===== src/rtl/fclass_pipe.sv =====
// rtl/fclass_pipe.sv - pipelined RISC-V FCLASS.S/FCLASS.D classifier with valid/ready and tag passthrough
module fclass_pipe #(
    parameter int FLEN        = 32,
    parameter int XLEN        = 32,
    parameter int PIPE_STAGES = 2,
    parameter int TAG_W       = 5
) (
    input  logic             i_clk,
    input  logic             i_rst,
    input  logic             i_flush,
    input  logic             i_valid,
    output logic             o_ready,
    input  logic [FLEN-1:0]  i_rs1_f,
    input  logic             i_fmt,
    input  logic [TAG_W-1:0] i_tag,
    output logic             o_valid,
    input  logic             i_ready,
    output logic [XLEN-1:0]  o_rd,
    output logic [TAG_W-1:0] o_tag
);

    typedef struct packed {
        logic nan_box;
        logic sign;
        logic exp_max;
        logic exp_zero;
        logic man_zero;
        logic quiet;
    } dec_t;

    logic [63:0]      op;
    logic             is_d;
    dec_t             dec_in;
    logic [9:0]       cls_q;
    logic [TAG_W-1:0] tag_q;
    logic             adv_out;
    logic             accept;

    // A 32-bit register file has no upper half, so single operands are always validly boxed.
    generate
        if (FLEN == 64) begin : g_flen64
            assign op   = i_rs1_f;
            assign is_d = i_fmt;
        end else begin : g_flen32
            logic unused_fmt;
            assign unused_fmt = i_fmt;
            assign op         = {32'hFFFF_FFFF, i_rs1_f};
            assign is_d       = 1'b0;
        end
    endgenerate

    always_comb begin
        dec_in = '0;
        if (is_d) begin
            dec_in.sign     = op[63];
            dec_in.exp_max  = &op[62:52];
            dec_in.exp_zero = ~|op[62:52];
            dec_in.man_zero = ~|op[51:0];
            dec_in.quiet    = op[51];
        end else begin
            dec_in.nan_box  = (op[63:32] != 32'hFFFF_FFFF);
            dec_in.sign     = op[31];
            dec_in.exp_max  = &op[30:23];
            dec_in.exp_zero = ~|op[30:23];
            dec_in.man_zero = ~|op[22:0];
            dec_in.quiet    = op[22];
        end
    end

    function automatic logic [9:0] encode(input dec_t d);
        logic [9:0] c;
        c = '0;
        if (d.nan_box || (d.exp_max && d.quiet))
            c[9] = 1'b1;
        else if (d.exp_max && !d.man_zero)
            c[8] = 1'b1;
        else if (d.exp_max)
            c[d.sign ? 0 : 7] = 1'b1;
        else if (d.exp_zero && d.man_zero)
            c[d.sign ? 3 : 4] = 1'b1;
        else if (d.exp_zero)
            c[d.sign ? 2 : 5] = 1'b1;
        else
            c[d.sign ? 1 : 6] = 1'b1;
        return c;
    endfunction

    assign adv_out = o_valid && i_ready;
    assign accept  = i_valid && o_ready;

    generate
        if (PIPE_STAGES == 2) begin : g_two
            logic             v1, v2, load2;
            dec_t             d1;
            logic [TAG_W-1:0] t1, t2;
            logic [9:0]       c2;

            // Stage 2 frees up when empty or draining; stage 1 may refill in that same cycle.
            assign load2   = !v2 || adv_out;
            assign o_ready = (!v1 || load2) && !i_flush;
            assign o_valid = v2;
            assign cls_q   = c2;
            assign tag_q   = t2;

            always_ff @(posedge i_clk) begin
                if (i_rst) begin
                    v1 <= 1'b0;
                    v2 <= 1'b0;
                    d1 <= '0;
                    t1 <= '0;
                    c2 <= '0;
                    t2 <= '0;
                end else if (i_flush) begin
                    v1 <= 1'b0;
                    v2 <= 1'b0;
                end else begin
                    if (load2) begin
                        v2 <= v1;
                        if (v1) begin
                            c2 <= encode(d1);
                            t2 <= t1;
                        end
                    end
                    if (!v1 || load2) begin
                        v1 <= accept;
                        if (accept) begin
                            d1 <= dec_in;
                            t1 <= i_tag;
                        end
                    end
                end
            end
        end else begin : g_one
            logic             v1, load1;
            logic [TAG_W-1:0] t1;
            logic [9:0]       c1;

            assign load1   = !v1 || adv_out;
            assign o_ready = load1 && !i_flush;
            assign o_valid = v1;
            assign cls_q   = c1;
            assign tag_q   = t1;

            always_ff @(posedge i_clk) begin
                if (i_rst) begin
                    v1 <= 1'b0;
                    c1 <= '0;
                    t1 <= '0;
                end else if (i_flush) begin
                    v1 <= 1'b0;
                end else if (load1) begin
                    v1 <= accept;
                    if (accept) begin
                        c1 <= encode(dec_in);
                        t1 <= i_tag;
                    end
                end
            end
        end
    endgenerate

    assign o_rd  = {{(XLEN-10){1'b0}}, cls_q};
    assign o_tag = tag_q;

endmodule


===== config.mk =====
export PLATFORM = sky130hd
export DESIGN_NAME = fclass_pipe
export DESIGN_NICKNAME = d
export VERILOG_FILES = /design/src/rtl/fclass_pipe.sv
export SDC_FILE = /design/constraint.sdc
export NUM_CORES = 1
export LEC_CHECK = 0
export BUFFER_PORTS_ARGS = -buffer_cell sky130_fd_sc_hd__buf_2
export CAP_MARGIN = 10
export CORE_MARGIN = 2
export CORE_UTILIZATION = 29
export DETAILED_ROUTE_END_ITERATION = 8
export GPL_TIMING_DRIVEN = 0
export HOLD_SLACK_MARGIN = 0.02
export PLACE_DENSITY = 0.7
export SETUP_SLACK_MARGIN = 0.15
export SYNTH_ARGS = -nofsm -noshare
export SYNTH_HDL_FRONTEND = slang
export SYNTH_SLANG_ARGS = --single-unit

===== constraint.sdc =====
create_clock -name i_clk -period 4.1 [get_ports i_clk]
set_clock_uncertainty 0.2 [all_clocks]
set_input_delay 1.23 -clock i_clk [delete_from_list [all_inputs] [get_ports i_clk]]
set_output_delay 1.23 -clock i_clk [all_outputs]
set_load 0.01 [all_outputs]

=== Yosys cells after proc, flatten, opt, wreduce, memory -nomap -nowiden ===
Index checks and enable logic that the tools add are counted.

* Magnitude comparators: 8
* Reduce and logical (&&, ||, !) cells: 24
* Shift-type cells: 0
* Add/subtract/negate cells: 0
* Multiply operators: 0
* Div/mod/pow operators: 0
* Bitwise gates (word level): 1
* Multiplexer cells: 20
* Eq/ne operators: 0

{| class="wikitable"
|+ Operator list
! kind !! count
|-
| 10-bit 2-to-1 mux || 3
|-
| 23-bit OR reduction || 1
|-
| 3-bit by 5-bit < comparator with 1-bit output, second input constant || 4
|-
| 1-bit demux with 4-bit select || 4
|-
| 3-bit by 1-bit >= comparator with 1-bit output, second input constant || 4
|-
| 3-bit 2-to-1 mux || 4
|-
| 1-bit logical AND || 10
|-
| 9-bit 2-to-1 mux || 1
|-
| 8-bit 2-to-1 mux || 1
|-
| 8-bit AND reduction || 1
|-
| 8-bit OR reduction || 1
|-
| 1-bit 2-to-1 mux || 7
|-
| 1-bit logical NOT || 6
|-
| 3-bit AND reduction || 2
|-
| 1-bit logical OR || 2
|-
| 2-bit OR reduction || 1
|-
| 1-bit inverter || 1
|}

* Word-level logic and storage cells: 63
* Input bits: 43
* Bits in read-only memories: 0
* Output and inout bits: 39
* Latch bits: 0
* Memories: 0
* Bits in writable memories: 0
* Bits in registers: 27

=== Depth between registers and ports, before layout ===
Gate-level depths: netlist (run 1).

* Depth after elaboration: 10
* Depth in mapped cells: 6
* Mapped depth without buffers: 4

=== Worst setup path before layout (run 1) ===
No wires, ideal clock.

* Path type: input to output
* From: input i_ready
* To: output o_ready
* Data arrival time: 1.486 ns
* Stages: 2
* Slack: 1.184 ns
* Cell sequence: nor2b_4 > a21oi_1

* Cells in the longest elaborated chain, start to end: 4

{| class="wikitable"
|+ RTL lines
! what !! line !! RTL
|-
| from (decl) || 17 || <nowiki>input logic i_ready,</nowiki>
|-
| 1-bit logical AND || 88 || <nowiki>assign adv_out = o_valid && i_ready;</nowiki>
|-
| 1-bit logical OR || 99 || <nowiki>assign load2 = !v2 || adv_out;</nowiki>
|-
| 1-bit logical OR || 100 || <nowiki>assign o_ready = (!v1 || load2) && !i_flush;</nowiki>
|-
| 1-bit logical AND || 100 ||
|-
| to (decl) || 12 || <nowiki>output logic o_ready,</nowiki>
|}

Every way passes these cells.

=== Worst setup path after layout (run 1) ===
Ends and elaborated chain as after synthesis.

==> out/results.tsv, run 1 <==
metric	value	unit
FILL cells	449	
most common cell after layout, fill and taps aside	buf_2	
initial antenna violation count	0	
Leak Pwr	0.8237	nW
DR vias	1206	
setup_tns	0	ns
starting DRC count in detailed routing	27	
WL per Instance	10.24	um
CP Data Required Time	2.67	ns
largest net degree at the start of global routing	16	
multi-input logic area	604.3	sq um
sequential share of power	54.9	%
measured slew at the worst slew-check pin	0.6159	ns
Slew Viols, Final	0	
clk_lat worst skew	0.27	ns
final antenna-violating net count	0	
Storage cell area	540.5	sq um
Num CTS Buffers	3	
Die Height	69.98	um
gp weighted congestion	0.7576	
outcome	finished, final reports clean	
first-pass GRT wire length	4878	um
Arr. time, crit path	1.71	ns
Net Sw Frac	24.45	%
smallest setup slack after layout	0.9603	ns
critical-path cell list	buf_2, nor2b_4, a21oi_1, buf_2	
Post-CTS Setup Inserts	0	
final setup violation count	0	
Hold Crit Class	reg -> reg	
post-synthesis register bit count	27	
Post-Syn Area	1262	sq um
number of port buffers	57	
slew margin rel.	58.94	%
# diodes	0	
crit-path max FO	5	
DP HPWL	2393	um
CTS sink cnt	27	
CTS H-tree depth	1	
Crit path max-delay family	buffers and inverters	
Hold Slack	0.2518	ns
Int Power	370.9	uW
DR pass1 iterations	4	
Gate power share	14.4	%
Post-route DRC	0	
Overflow after GRT	0	
highest-count cells in the layout ignoring fill and taps	buf_2 (58), dfxtp_1 (27), nand2_1 (26)	
Initial Util	30.89	%
Final Power	490.9	uW
vias in the first global route	1155	
Max-Cap Viols	0	
post-CTS sizing	0	
Clk pwr share	30.7	%
DRT Wirelength	2919	um
RSZ-0062 raised after global routing	false	
WP buf/inv	2	
clock-pin transition on the worst setup and hold timing paths	0.09	ns
Final Hold Vio Count	0	
Synth cell types	22	
Max stage delay on crit path	0.15	ns
Max Fclk	318.5	MHz
Core Area	4086	sq um
Net Sw Power	120.0	uW
clock tree from TritonCTS	yes	
layout cells sized above 1	36.17	%
Yosys warnings	0	
Worst R2R Start	o_valid$_SDFFE_PP0P_	
endpoint type of the worst setup path	primary output	
Place WS	0.9623	ns
die area	4897	sq um
Worst Setup Path Type	in -> out	
Syn Area/Cell	8.251	sq um
critical path launch point	i_ready	
cts hold-fix bufs	0	
hold_sp	cls_q[1]$_SDFFE_PP0P_	
register area share after synthesis	42.81	%
Post-Synthesis Cells	153	
Row Count	23	
Layout Nets	279	
Die W	69.98	um
Root Buffer	clkbuf_8	
fin crit share	76.58	%
GRT Total Usage	11.94	%
clk buf depth	2	
Startpoint Class	input pin	
Via-to-Cell Ratio	4.232	
PwrDens	282.9	nW/um^2
Area growth, synth to finish	37.46	%
Peak VDD IR	91.79	uV
crit-path most repeated cell	buf_2	
IO Pins	82	
Critical-path top delay cell	nor2b_4	
Final min period	3.140	ns
## sequential cells by signal, indices dropped and copies added (netlist names)
name and flops:
g_two.v1 1, g_two.t1 5, cls_q 10, o_tag 5, o_valid 1, g_two.d1 5
## cell usage after synthesis
cell type / n / share of area, %
dfxtp_1: 27 / 43
nand2_1: 26 / 7.7
buf_4: 22 / 13
a21oi_1: 21 / 8.3
nor2_1: 9 / 2.7
nor4_1: 7 / 3.5
clkbuf_1: 6 / 1.8
mux2i_1: 6 / 4.8
nand4_1: 6 / 3.0
nand3b_1: 4 / 2.4
or3_1: 4 / 2.0
nor3_1: 3 / 1.2
nand3_1: 2 / 0.79
nand4b_1: 2 / 1.4
buf_2: 1 / 0.40
conb_1: 1 / 0.30
inv_1: 1 / 0.30
nor2b_1: 1 / 0.50
nor2b_4: 1 / 1.1
nor3b_1: 1 / 0.59
or3b_1: 1 / 0.69
or4b_1: 1 / 0.79
## power by group through the flow
stage / Clock (mW) / Sequential, mW / Combinational [mW]
2_1_floorplan: 0 / 0.276 / 0.0430
3_3_place_gp: 0 / 0.276 / 0.0692
3_5_place_dp: 0 / 0.276 / 0.0701
4_1_cts: 0.156 / 0.270 / 0.0702
5_1_grt: 0.166 / 0.271 / 0.0779
6_report: 0.151 / 0.270 / 0.0705
## worst reg2reg max path, delay by kind of cell, from the launching register on
family	cells	cell delay, ns
simple gates	3	0.99
flops	1	0.33
buf+inv	1	0.18
compound gates	1	0.15
## worst paths after layout
kind | depth (start not counted) | slack [ns] | endpoint
worst max-delay path | 4 | 0.96 | o_ready
worst max register to register | 5 | 2.20 | cls_q[8]$_SDFFE_PP0P_
worst min-delay path | 2 | 0.25 | cls_q[1]$_SDFFE_PP0P_
worst min register to register | 2 | 0.25 | cls_q[1]$_SDFFE_PP0P_
## logic make-up (layout without fill, tap and decap cells)
group | Yosys count | count (layout) | synth area share [%]
multiplexers | 6 | 6 | 4.757
buffers and inverters | 30 | 91 | 15.56
AO/OA/AOI/OAI | 21 | 21 | 8.325
AND/OR/NAND/NOR | 68 | 68 | 28.25
flip-flops | 27 | 27 | 42.81
other | 1 | 22 | 0.2970
## area by class of cell
cell class / instances / area share [%]
buffer: 29 / 11.10
clock buffer: 3 / 2.379
clock inverter: 1 / 0.2884
inverter: 1 / 0.2163
multi-input combinational: 117 / 34.82
sequential: 27 / 31.15
tap: 50 / 3.605
timing repair buffer: 57 / 16.44
## layer usage
layer / track usage (%) / vias up / share of wire (%)
met3: 3.030 / 6 / 6.4
met1: 12.84 / 515 / 43
met4: 4.274 / 0 / 1.5
li1: - / 650 / -
met5: 0 / - / 0
met2: 22.33 / 35 / 50
## per-stage QoR
stage	cell area (sq um)	cells	utilization, %
finish	1735	285	42.47
global route	1735	285	42.47
CTS	1735	285	42.47
detailed placement	1689	281	41.34
global placement	1689	281	41.34
floorplan	1341	174	-
Note: power is estimated with default switching activity, not from simulation.
==> run 2: changes to the inputs <==
--- a/config.mk
+++ b/config.mk
@@ -5,6 +5,7 @@
 export SDC_FILE = /design/constraint.sdc
 export NUM_CORES = 1
 export LEC_CHECK = 0
+export ABC_AREA = 1
 export BUFFER_PORTS_ARGS = -buffer_cell sky130_fd_sc_hd__buf_2
 export CAP_MARGIN = 10
 export CORE_MARGIN = 2
==> constraint.sdc (replaced) <==
create_clock -name i_clk -period 2.54 [get_ports i_clk]
set_clock_uncertainty 0.2 [all_clocks]
set_input_delay 0.762 -clock i_clk [delete_from_list [all_inputs] [get_ports i_clk]]
set_output_delay 0.762 -clock i_clk [all_outputs]
set_load 0.01 [all_outputs]
==> run 2 against run 1 <==
Worst setup slack lost 0.62 ns. Register-to-register slack worse by 0.91 ns. Sequential power rose by 65%. Total power increased by 69%.
==> out/results.tsv, run 2 <==
metric	value	unit
crit-path most repeated cell	buf_2	
smallest setup slack after layout	0.3381	ns
first-pass GRT wire length	4774	um
setup_tns	0	ns
Top FF cell, synth	dfxtp_1	
post-synthesis register bit count	27	
clk_lat worst skew	0.27	ns
Die W	73.45	um
DRT Wirelength	2903	um
final setup violation count	0	
clock-pin transition on the worst setup and hold timing paths	0.09	ns
Syn Area/Cell	7.401	sq um
WL per Instance	8.932	um
most common cell after layout, fill and taps aside	buf_2	
mux contribution to synthesized area	0	%
Core Area	4692	sq um
Hold Crit Class	reg -> reg	
Place WS	0.3304	ns
gp weighted congestion	0.7997	
Die Height	73.45	um
fin util	40.00	%
critical-path cell list	buf_2, inv_2, nand3_2, nand2_1, inv_1, buf_2	
Crit path max-delay family	buffers and inverters	
final antenna-violating net count	0	
multi-input logic area	650.6	sq um
Post-synth ARST share	0	%
register area share after synthesis	38.64	%
Num CTS Buffers	3	
die area	5395	sq um
Post-Syn Area	1399	sq um
worst hold stages	2	
leading area contributor after synthesis	dfxtp_1	
IO Pins	82	
Startpoint Class	input pin	
Layout Nets	315	
WP buf/inv	4	
Storage cell area	540.5	sq um
largest cells by area after synthesis	dfxtp_1 (39%), buf_4 (13%), nor2_1 (11%), nand2_1 (5.9%), a21oi_2 (3.8%)	
Peak VDD IR	197.6	uV
largest net degree at the start of global routing	16	
Worst R2R Start	o_valid$_SDFFE_PP0P_	
Slew Viols, Final	0	
starting DRC count in detailed routing	76	
Post-route DRC	0	
cts hold-fix bufs	0	
hold_sp	g_two.t1[0]$_SDFFE_PP0P_	
RSZ-0062 raised after global routing	false	
critical path launch point	i_ready	
top cell type's share of synthesized area	38.64	%
Synth Area in Simple Gates	26.83	%
adder-cell area share of the yosys netlist	0	%
Root Buffer	clkbuf_8	
clock tree from TritonCTS	yes	
Reg2Reg Depth	5	
Max Fclk	454.1	MHz
post-synthesis compound-gate area fraction	13.77	%
DP Cell Count	321	
Arr. time, crit path	1.24	ns
fin crit share	86.69	%
Cell Count, Final, Fillers Out	325	
Overflow after GRT	0	
dpl cell area	1831	sq um
Yosys warnings	0	
Max stage delay on crit path	0.12	ns
Final min period	2.202	ns
Post-CTS Setup Inserts	0	
Final Hold Vio Count	0	
DR pass1 iterations	4	
initial antenna violation count	0	
clk buf depth	2	
final instance area	1877	sq um
FILL cells	492	
Row Count	25	
PwrDens	441.4	nW/um^2
Largest register FFs	10	
number of synthesized flops with an enable pin	0	
post-CTS sizing	0	
Max-Cap Viols	0	
DP HPWL	2378	um
Initial Util	29.81	%
CP Data Required Time	1.58	ns
Critical-path top delay cell	buf_2	
Hold Slack	0.2665	ns
Leak Pwr	0.9339	nW
Worst Setup Path Type	in -> out	
GRT Total Usage	10.87	%
commonest cells in the netlist	nor2_1 (41), dfxtp_1 (27), buf_4 (24)	
vias in the first global route	1201	
CTS sink cnt	27	
# diodes	0	
DR vias	1317	
Final Power	828.5	uW
highest-count cells in the layout ignoring fill and taps	buf_2 (59), nor2_1 (41), dfxtp_1 (27)	
layout cells sized above 1	40.59	%
Via-to-Cell Ratio	4.052	
cell count along the critical path	6	
largest family of logic cells by synthesized area	simple AND/OR/NAND/NOR gates	
Synth Area in XOR/XNOR	0	%
CTS H-tree depth	1	
endpoint type of the worst setup path	primary output	
Post-Synthesis Cells	189	
crit-path max FO	3	
count leader, synth	nor2_1	
outcome	finished, final reports clean	
Synth cell types	21	
number of port buffers	57	
Area growth, synth to finish	34.17	%
## run 2: power by group
part           switching (mW)  internal (mW)
Sequential            0.00962          0.437
Clock                   0.128          0.110
Combinational          0.0723         0.0725
Total                   0.210          0.619
## run 2: path summary, 6_finish.rpt
kind,to,slack [ns]
setup / recovery,o_ready,0.34
hold / removal,g_two.t1[0]$_SDFFE_PP0P_,0.27
setup reg to reg,cls_q[3]$_SDFFE_PP0P_,1.29
hold reg to reg,g_two.t1[0]$_SDFFE_PP0P_,0.27
## run 2: layout make-up
type	count	share of cell area, %
clock buffer	3	2.200
clock inverter	1	0.2667
timing repair buffer	57	15.20
buffer	29	12.40
tap	54	3.600
multi-input combinational	140	34.67
sequential	27	28.80
inverter	14	2.867
## run 2: cells by family after synthesis
group | Yosys count
other | 1
AO/OA/AOI/OAI | 34
buffers and inverters | 43
flip-flops | 27
AND/OR/NAND/NOR | 84
## run 2: worst register-to-register path, stage by stage, from the launching register on
cell and delay, ns:
dfxtp_1 0.34, nand2_1 0.10, nand3_2 0.08, buf_2 0.18
o21ai_0 0.19, nor2_1 0.05
## run 2: metal layers
layer	vias to the layer above	global-route usage (%)	share of wire, %
met2	37	19.84	49
met3	0	1.646	7.0
met5	-	0	0
met4	0	3.636	0
li1	723	-	-
met1	557	12.82	44
==> run 3: changes to the inputs <==
--- a/config.mk
+++ b/config.mk
@@ -8,12 +8,12 @@
 export ABC_AREA = 1
 export BUFFER_PORTS_ARGS = -buffer_cell sky130_fd_sc_hd__buf_2
 export CAP_MARGIN = 10
-export CORE_MARGIN = 2
 export CORE_UTILIZATION = 29
+export CTS_CLUSTER_SIZE = 16
 export DETAILED_ROUTE_END_ITERATION = 8
 export GPL_TIMING_DRIVEN = 0
 export HOLD_SLACK_MARGIN = 0.02
-export PLACE_DENSITY = 0.7
+export PLACE_DENSITY = 0.68
 export SETUP_SLACK_MARGIN = 0.15
 export SYNTH_ARGS = -nofsm -noshare
 export SYNTH_HDL_FRONTEND = slang
==> constraint.sdc (replaced) <==
create_clock -name i_clk -period 2.4 [get_ports i_clk]
set_clock_uncertainty 0.2 [all_clocks]
set_input_delay 0.72 -clock i_clk [delete_from_list [all_inputs] [get_ports i_clk]]
set_output_delay 0.72 -clock i_clk [all_outputs]
set_load 0.01 [all_outputs]
==> run 3 against run 2 <==
Worst hold slack lost 0.0057 ns. Highest routed layer is now met4. Count of clock-buffer cells in the layout grew 1. Die area shrank 5.4%. Critical path depth is the same. Sequential cell count is the same. Cell count shrank 0.62%. Global-route usage grew 1.6 points.
==> out/results.tsv, run 3 (synthesized netlist as in run 2, its figures left out) <==
metric	value	unit
outcome	finished, final reports clean	
Initial Util	31.06	%
Layout Nets	315	
initial antenna violation count	0	
highest-count cells in the layout ignoring fill and taps	buf_2 (59), nor2_1 (41), dfxtp_1 (27)	
CTS H-tree depth	1	
final setup violation count	0	
critical-path cell list	buf_2, inv_2, nand3_2, nand2_1, inv_1, buf_2	
Die Height	71.45	um
endpoint type of the worst setup path	primary output	
Row Count	24	
Final min period	2.131	ns
DRT Wirelength	3001	um
Slew Viols, Final	0	
layout cells sized above 1	40.22	%
DR pass1 iterations	4	
number of port buffers	57	
clk_lat worst skew	0.27	ns
cts hold-fix bufs	0	
Largest register FFs	10	
Crit path max-delay family	buffers and inverters	
Leak Pwr	0.9312	nW
crit-path max FO	3	
largest net degree at the start of global routing	15	
vias in the first global route	1223	
crit-path most repeated cell	buf_2	
Met3 Wirelength	149	um
fin util	41.58	%
Worst Setup Path Type	in -> out	
# diodes	0	
starting DRC count in detailed routing	60	
WL met1	1314	um
clock tree from TritonCTS	yes	
Root Buffer	clkbuf_8	
post-CTS sizing	0	
Hold Crit Class	reg -> reg	
Max-Cap Viols	0	
RSZ-0062 raised after global routing	false	
Post-CTS Setup Inserts	0	
Post-route DRC	0	
clk buf depth	2	
fin crit share	88.79	%
PwrDens	471.9	nW/um^2
Overflow after GRT	0	
Num CTS Buffers	3	
Peak VDD IR	192.8	uV
clock-pin transition on the worst setup and hold timing paths	0.09	ns
die area	5105	sq um
DR vias	1349	
final antenna-violating net count	0	
Max stage delay on crit path	0.12	ns
Arr. time, crit path	1.21	ns
Reg2Reg Depth	5	
Max Fclk	469.3	MHz
CP Data Required Time	1.48	ns
Die W	71.45	um
Final Hold Vio Count	0	
gp weighted congestion	0.7972	
WL per Instance	9.291	um
Critical-path top delay cell	buf_2	
CTS sink cnt	27	
met2 WL	1473	um
first-pass GRT wire length	5140	um
DP HPWL	2430	um
Area growth, synth to finish	33.90	%
Startpoint Class	input pin	
IO Pins	82	
Max Used Layer	met4	
WP buf/inv	4	
setup_tns	0	ns
worst hold stages	2	
Via-to-Cell Ratio	4.176	
most common cell after layout, fill and taps aside	buf_2	
cell count along the critical path	6	
GRT Total Usage	12.51	%
Core Area	4504	sq um
-- run 3: cell count changes in the layout (fill, tap and decap cells not counted) --
| cell | delta |
|---|---|
| clkbuf_1 | +1 |
| clkinv_2 | -1 |
-- run 3: metrics by stage --
stage	instances	power (mW)	area (sq um)	setup WS, ns	hold slack (ns)
final	323	0.8839	1873	0.2690	0.2608
after global routing	323	0.9260	1873	0.2139	0.2884
after CTS	323	0.8878	1873	0.2603	0.2606
after detailed placement	319	0.6365	1828	0.2612	0.2482
after global placement	319	0.6340	1828	0.2751	0.2440
after floorplan	210	0.5836	1478	0.5019	0.2293
-- run 3: path summary, 6_finish.rpt --
path	from	end	slack (ns)
hold / removal	g_two.t1[0]$_SDFFE_PP0P_	g_two.t1[0]$_SDFFE_PP0P_	0.26
setup / recovery	i_ready	o_ready	0.27
setup reg to reg	o_valid$_SDFFE_PP0P_	cls_q[0]$_SDFFE_PP0P_	1.15
hold reg to reg	g_two.t1[0]$_SDFFE_PP0P_	g_two.t1[0]$_SDFFE_PP0P_	0.26
-- run 3: power breakdown --
group,internal [mW],total (mW),switching [mW]
logic,0.0767,0.154,0.0771
clock network,0.119,0.258,0.138
registers,0.462,0.472,0.0103
total,0.658,0.884,0.226
-- run 3: per-layer routing --
layer	track usage [%]	vias to the layer above
met5	0	-
met4	5.882	0
met3	1.406	5
met2	22.43	43
met1	14.96	577
li1	-	724
-- run 3: layout make-up --
type	count	area, sq um
Fill cell	492	2631
Multi-Input combinational cell	140	650.6
Sequential cell	27	540.5
Timing Repair Buffer	57	285.3
Buffer	29	232.7
Tap cell	52	65.06
Inverter	14	53.80
Clock buffer	4	45.04
-- run 3: worst min-delay path: stages, from the launching register on --
cell	delay (ns)
dfxtp_1	0.30
inv_1	0.06
a21oi_1	0.06
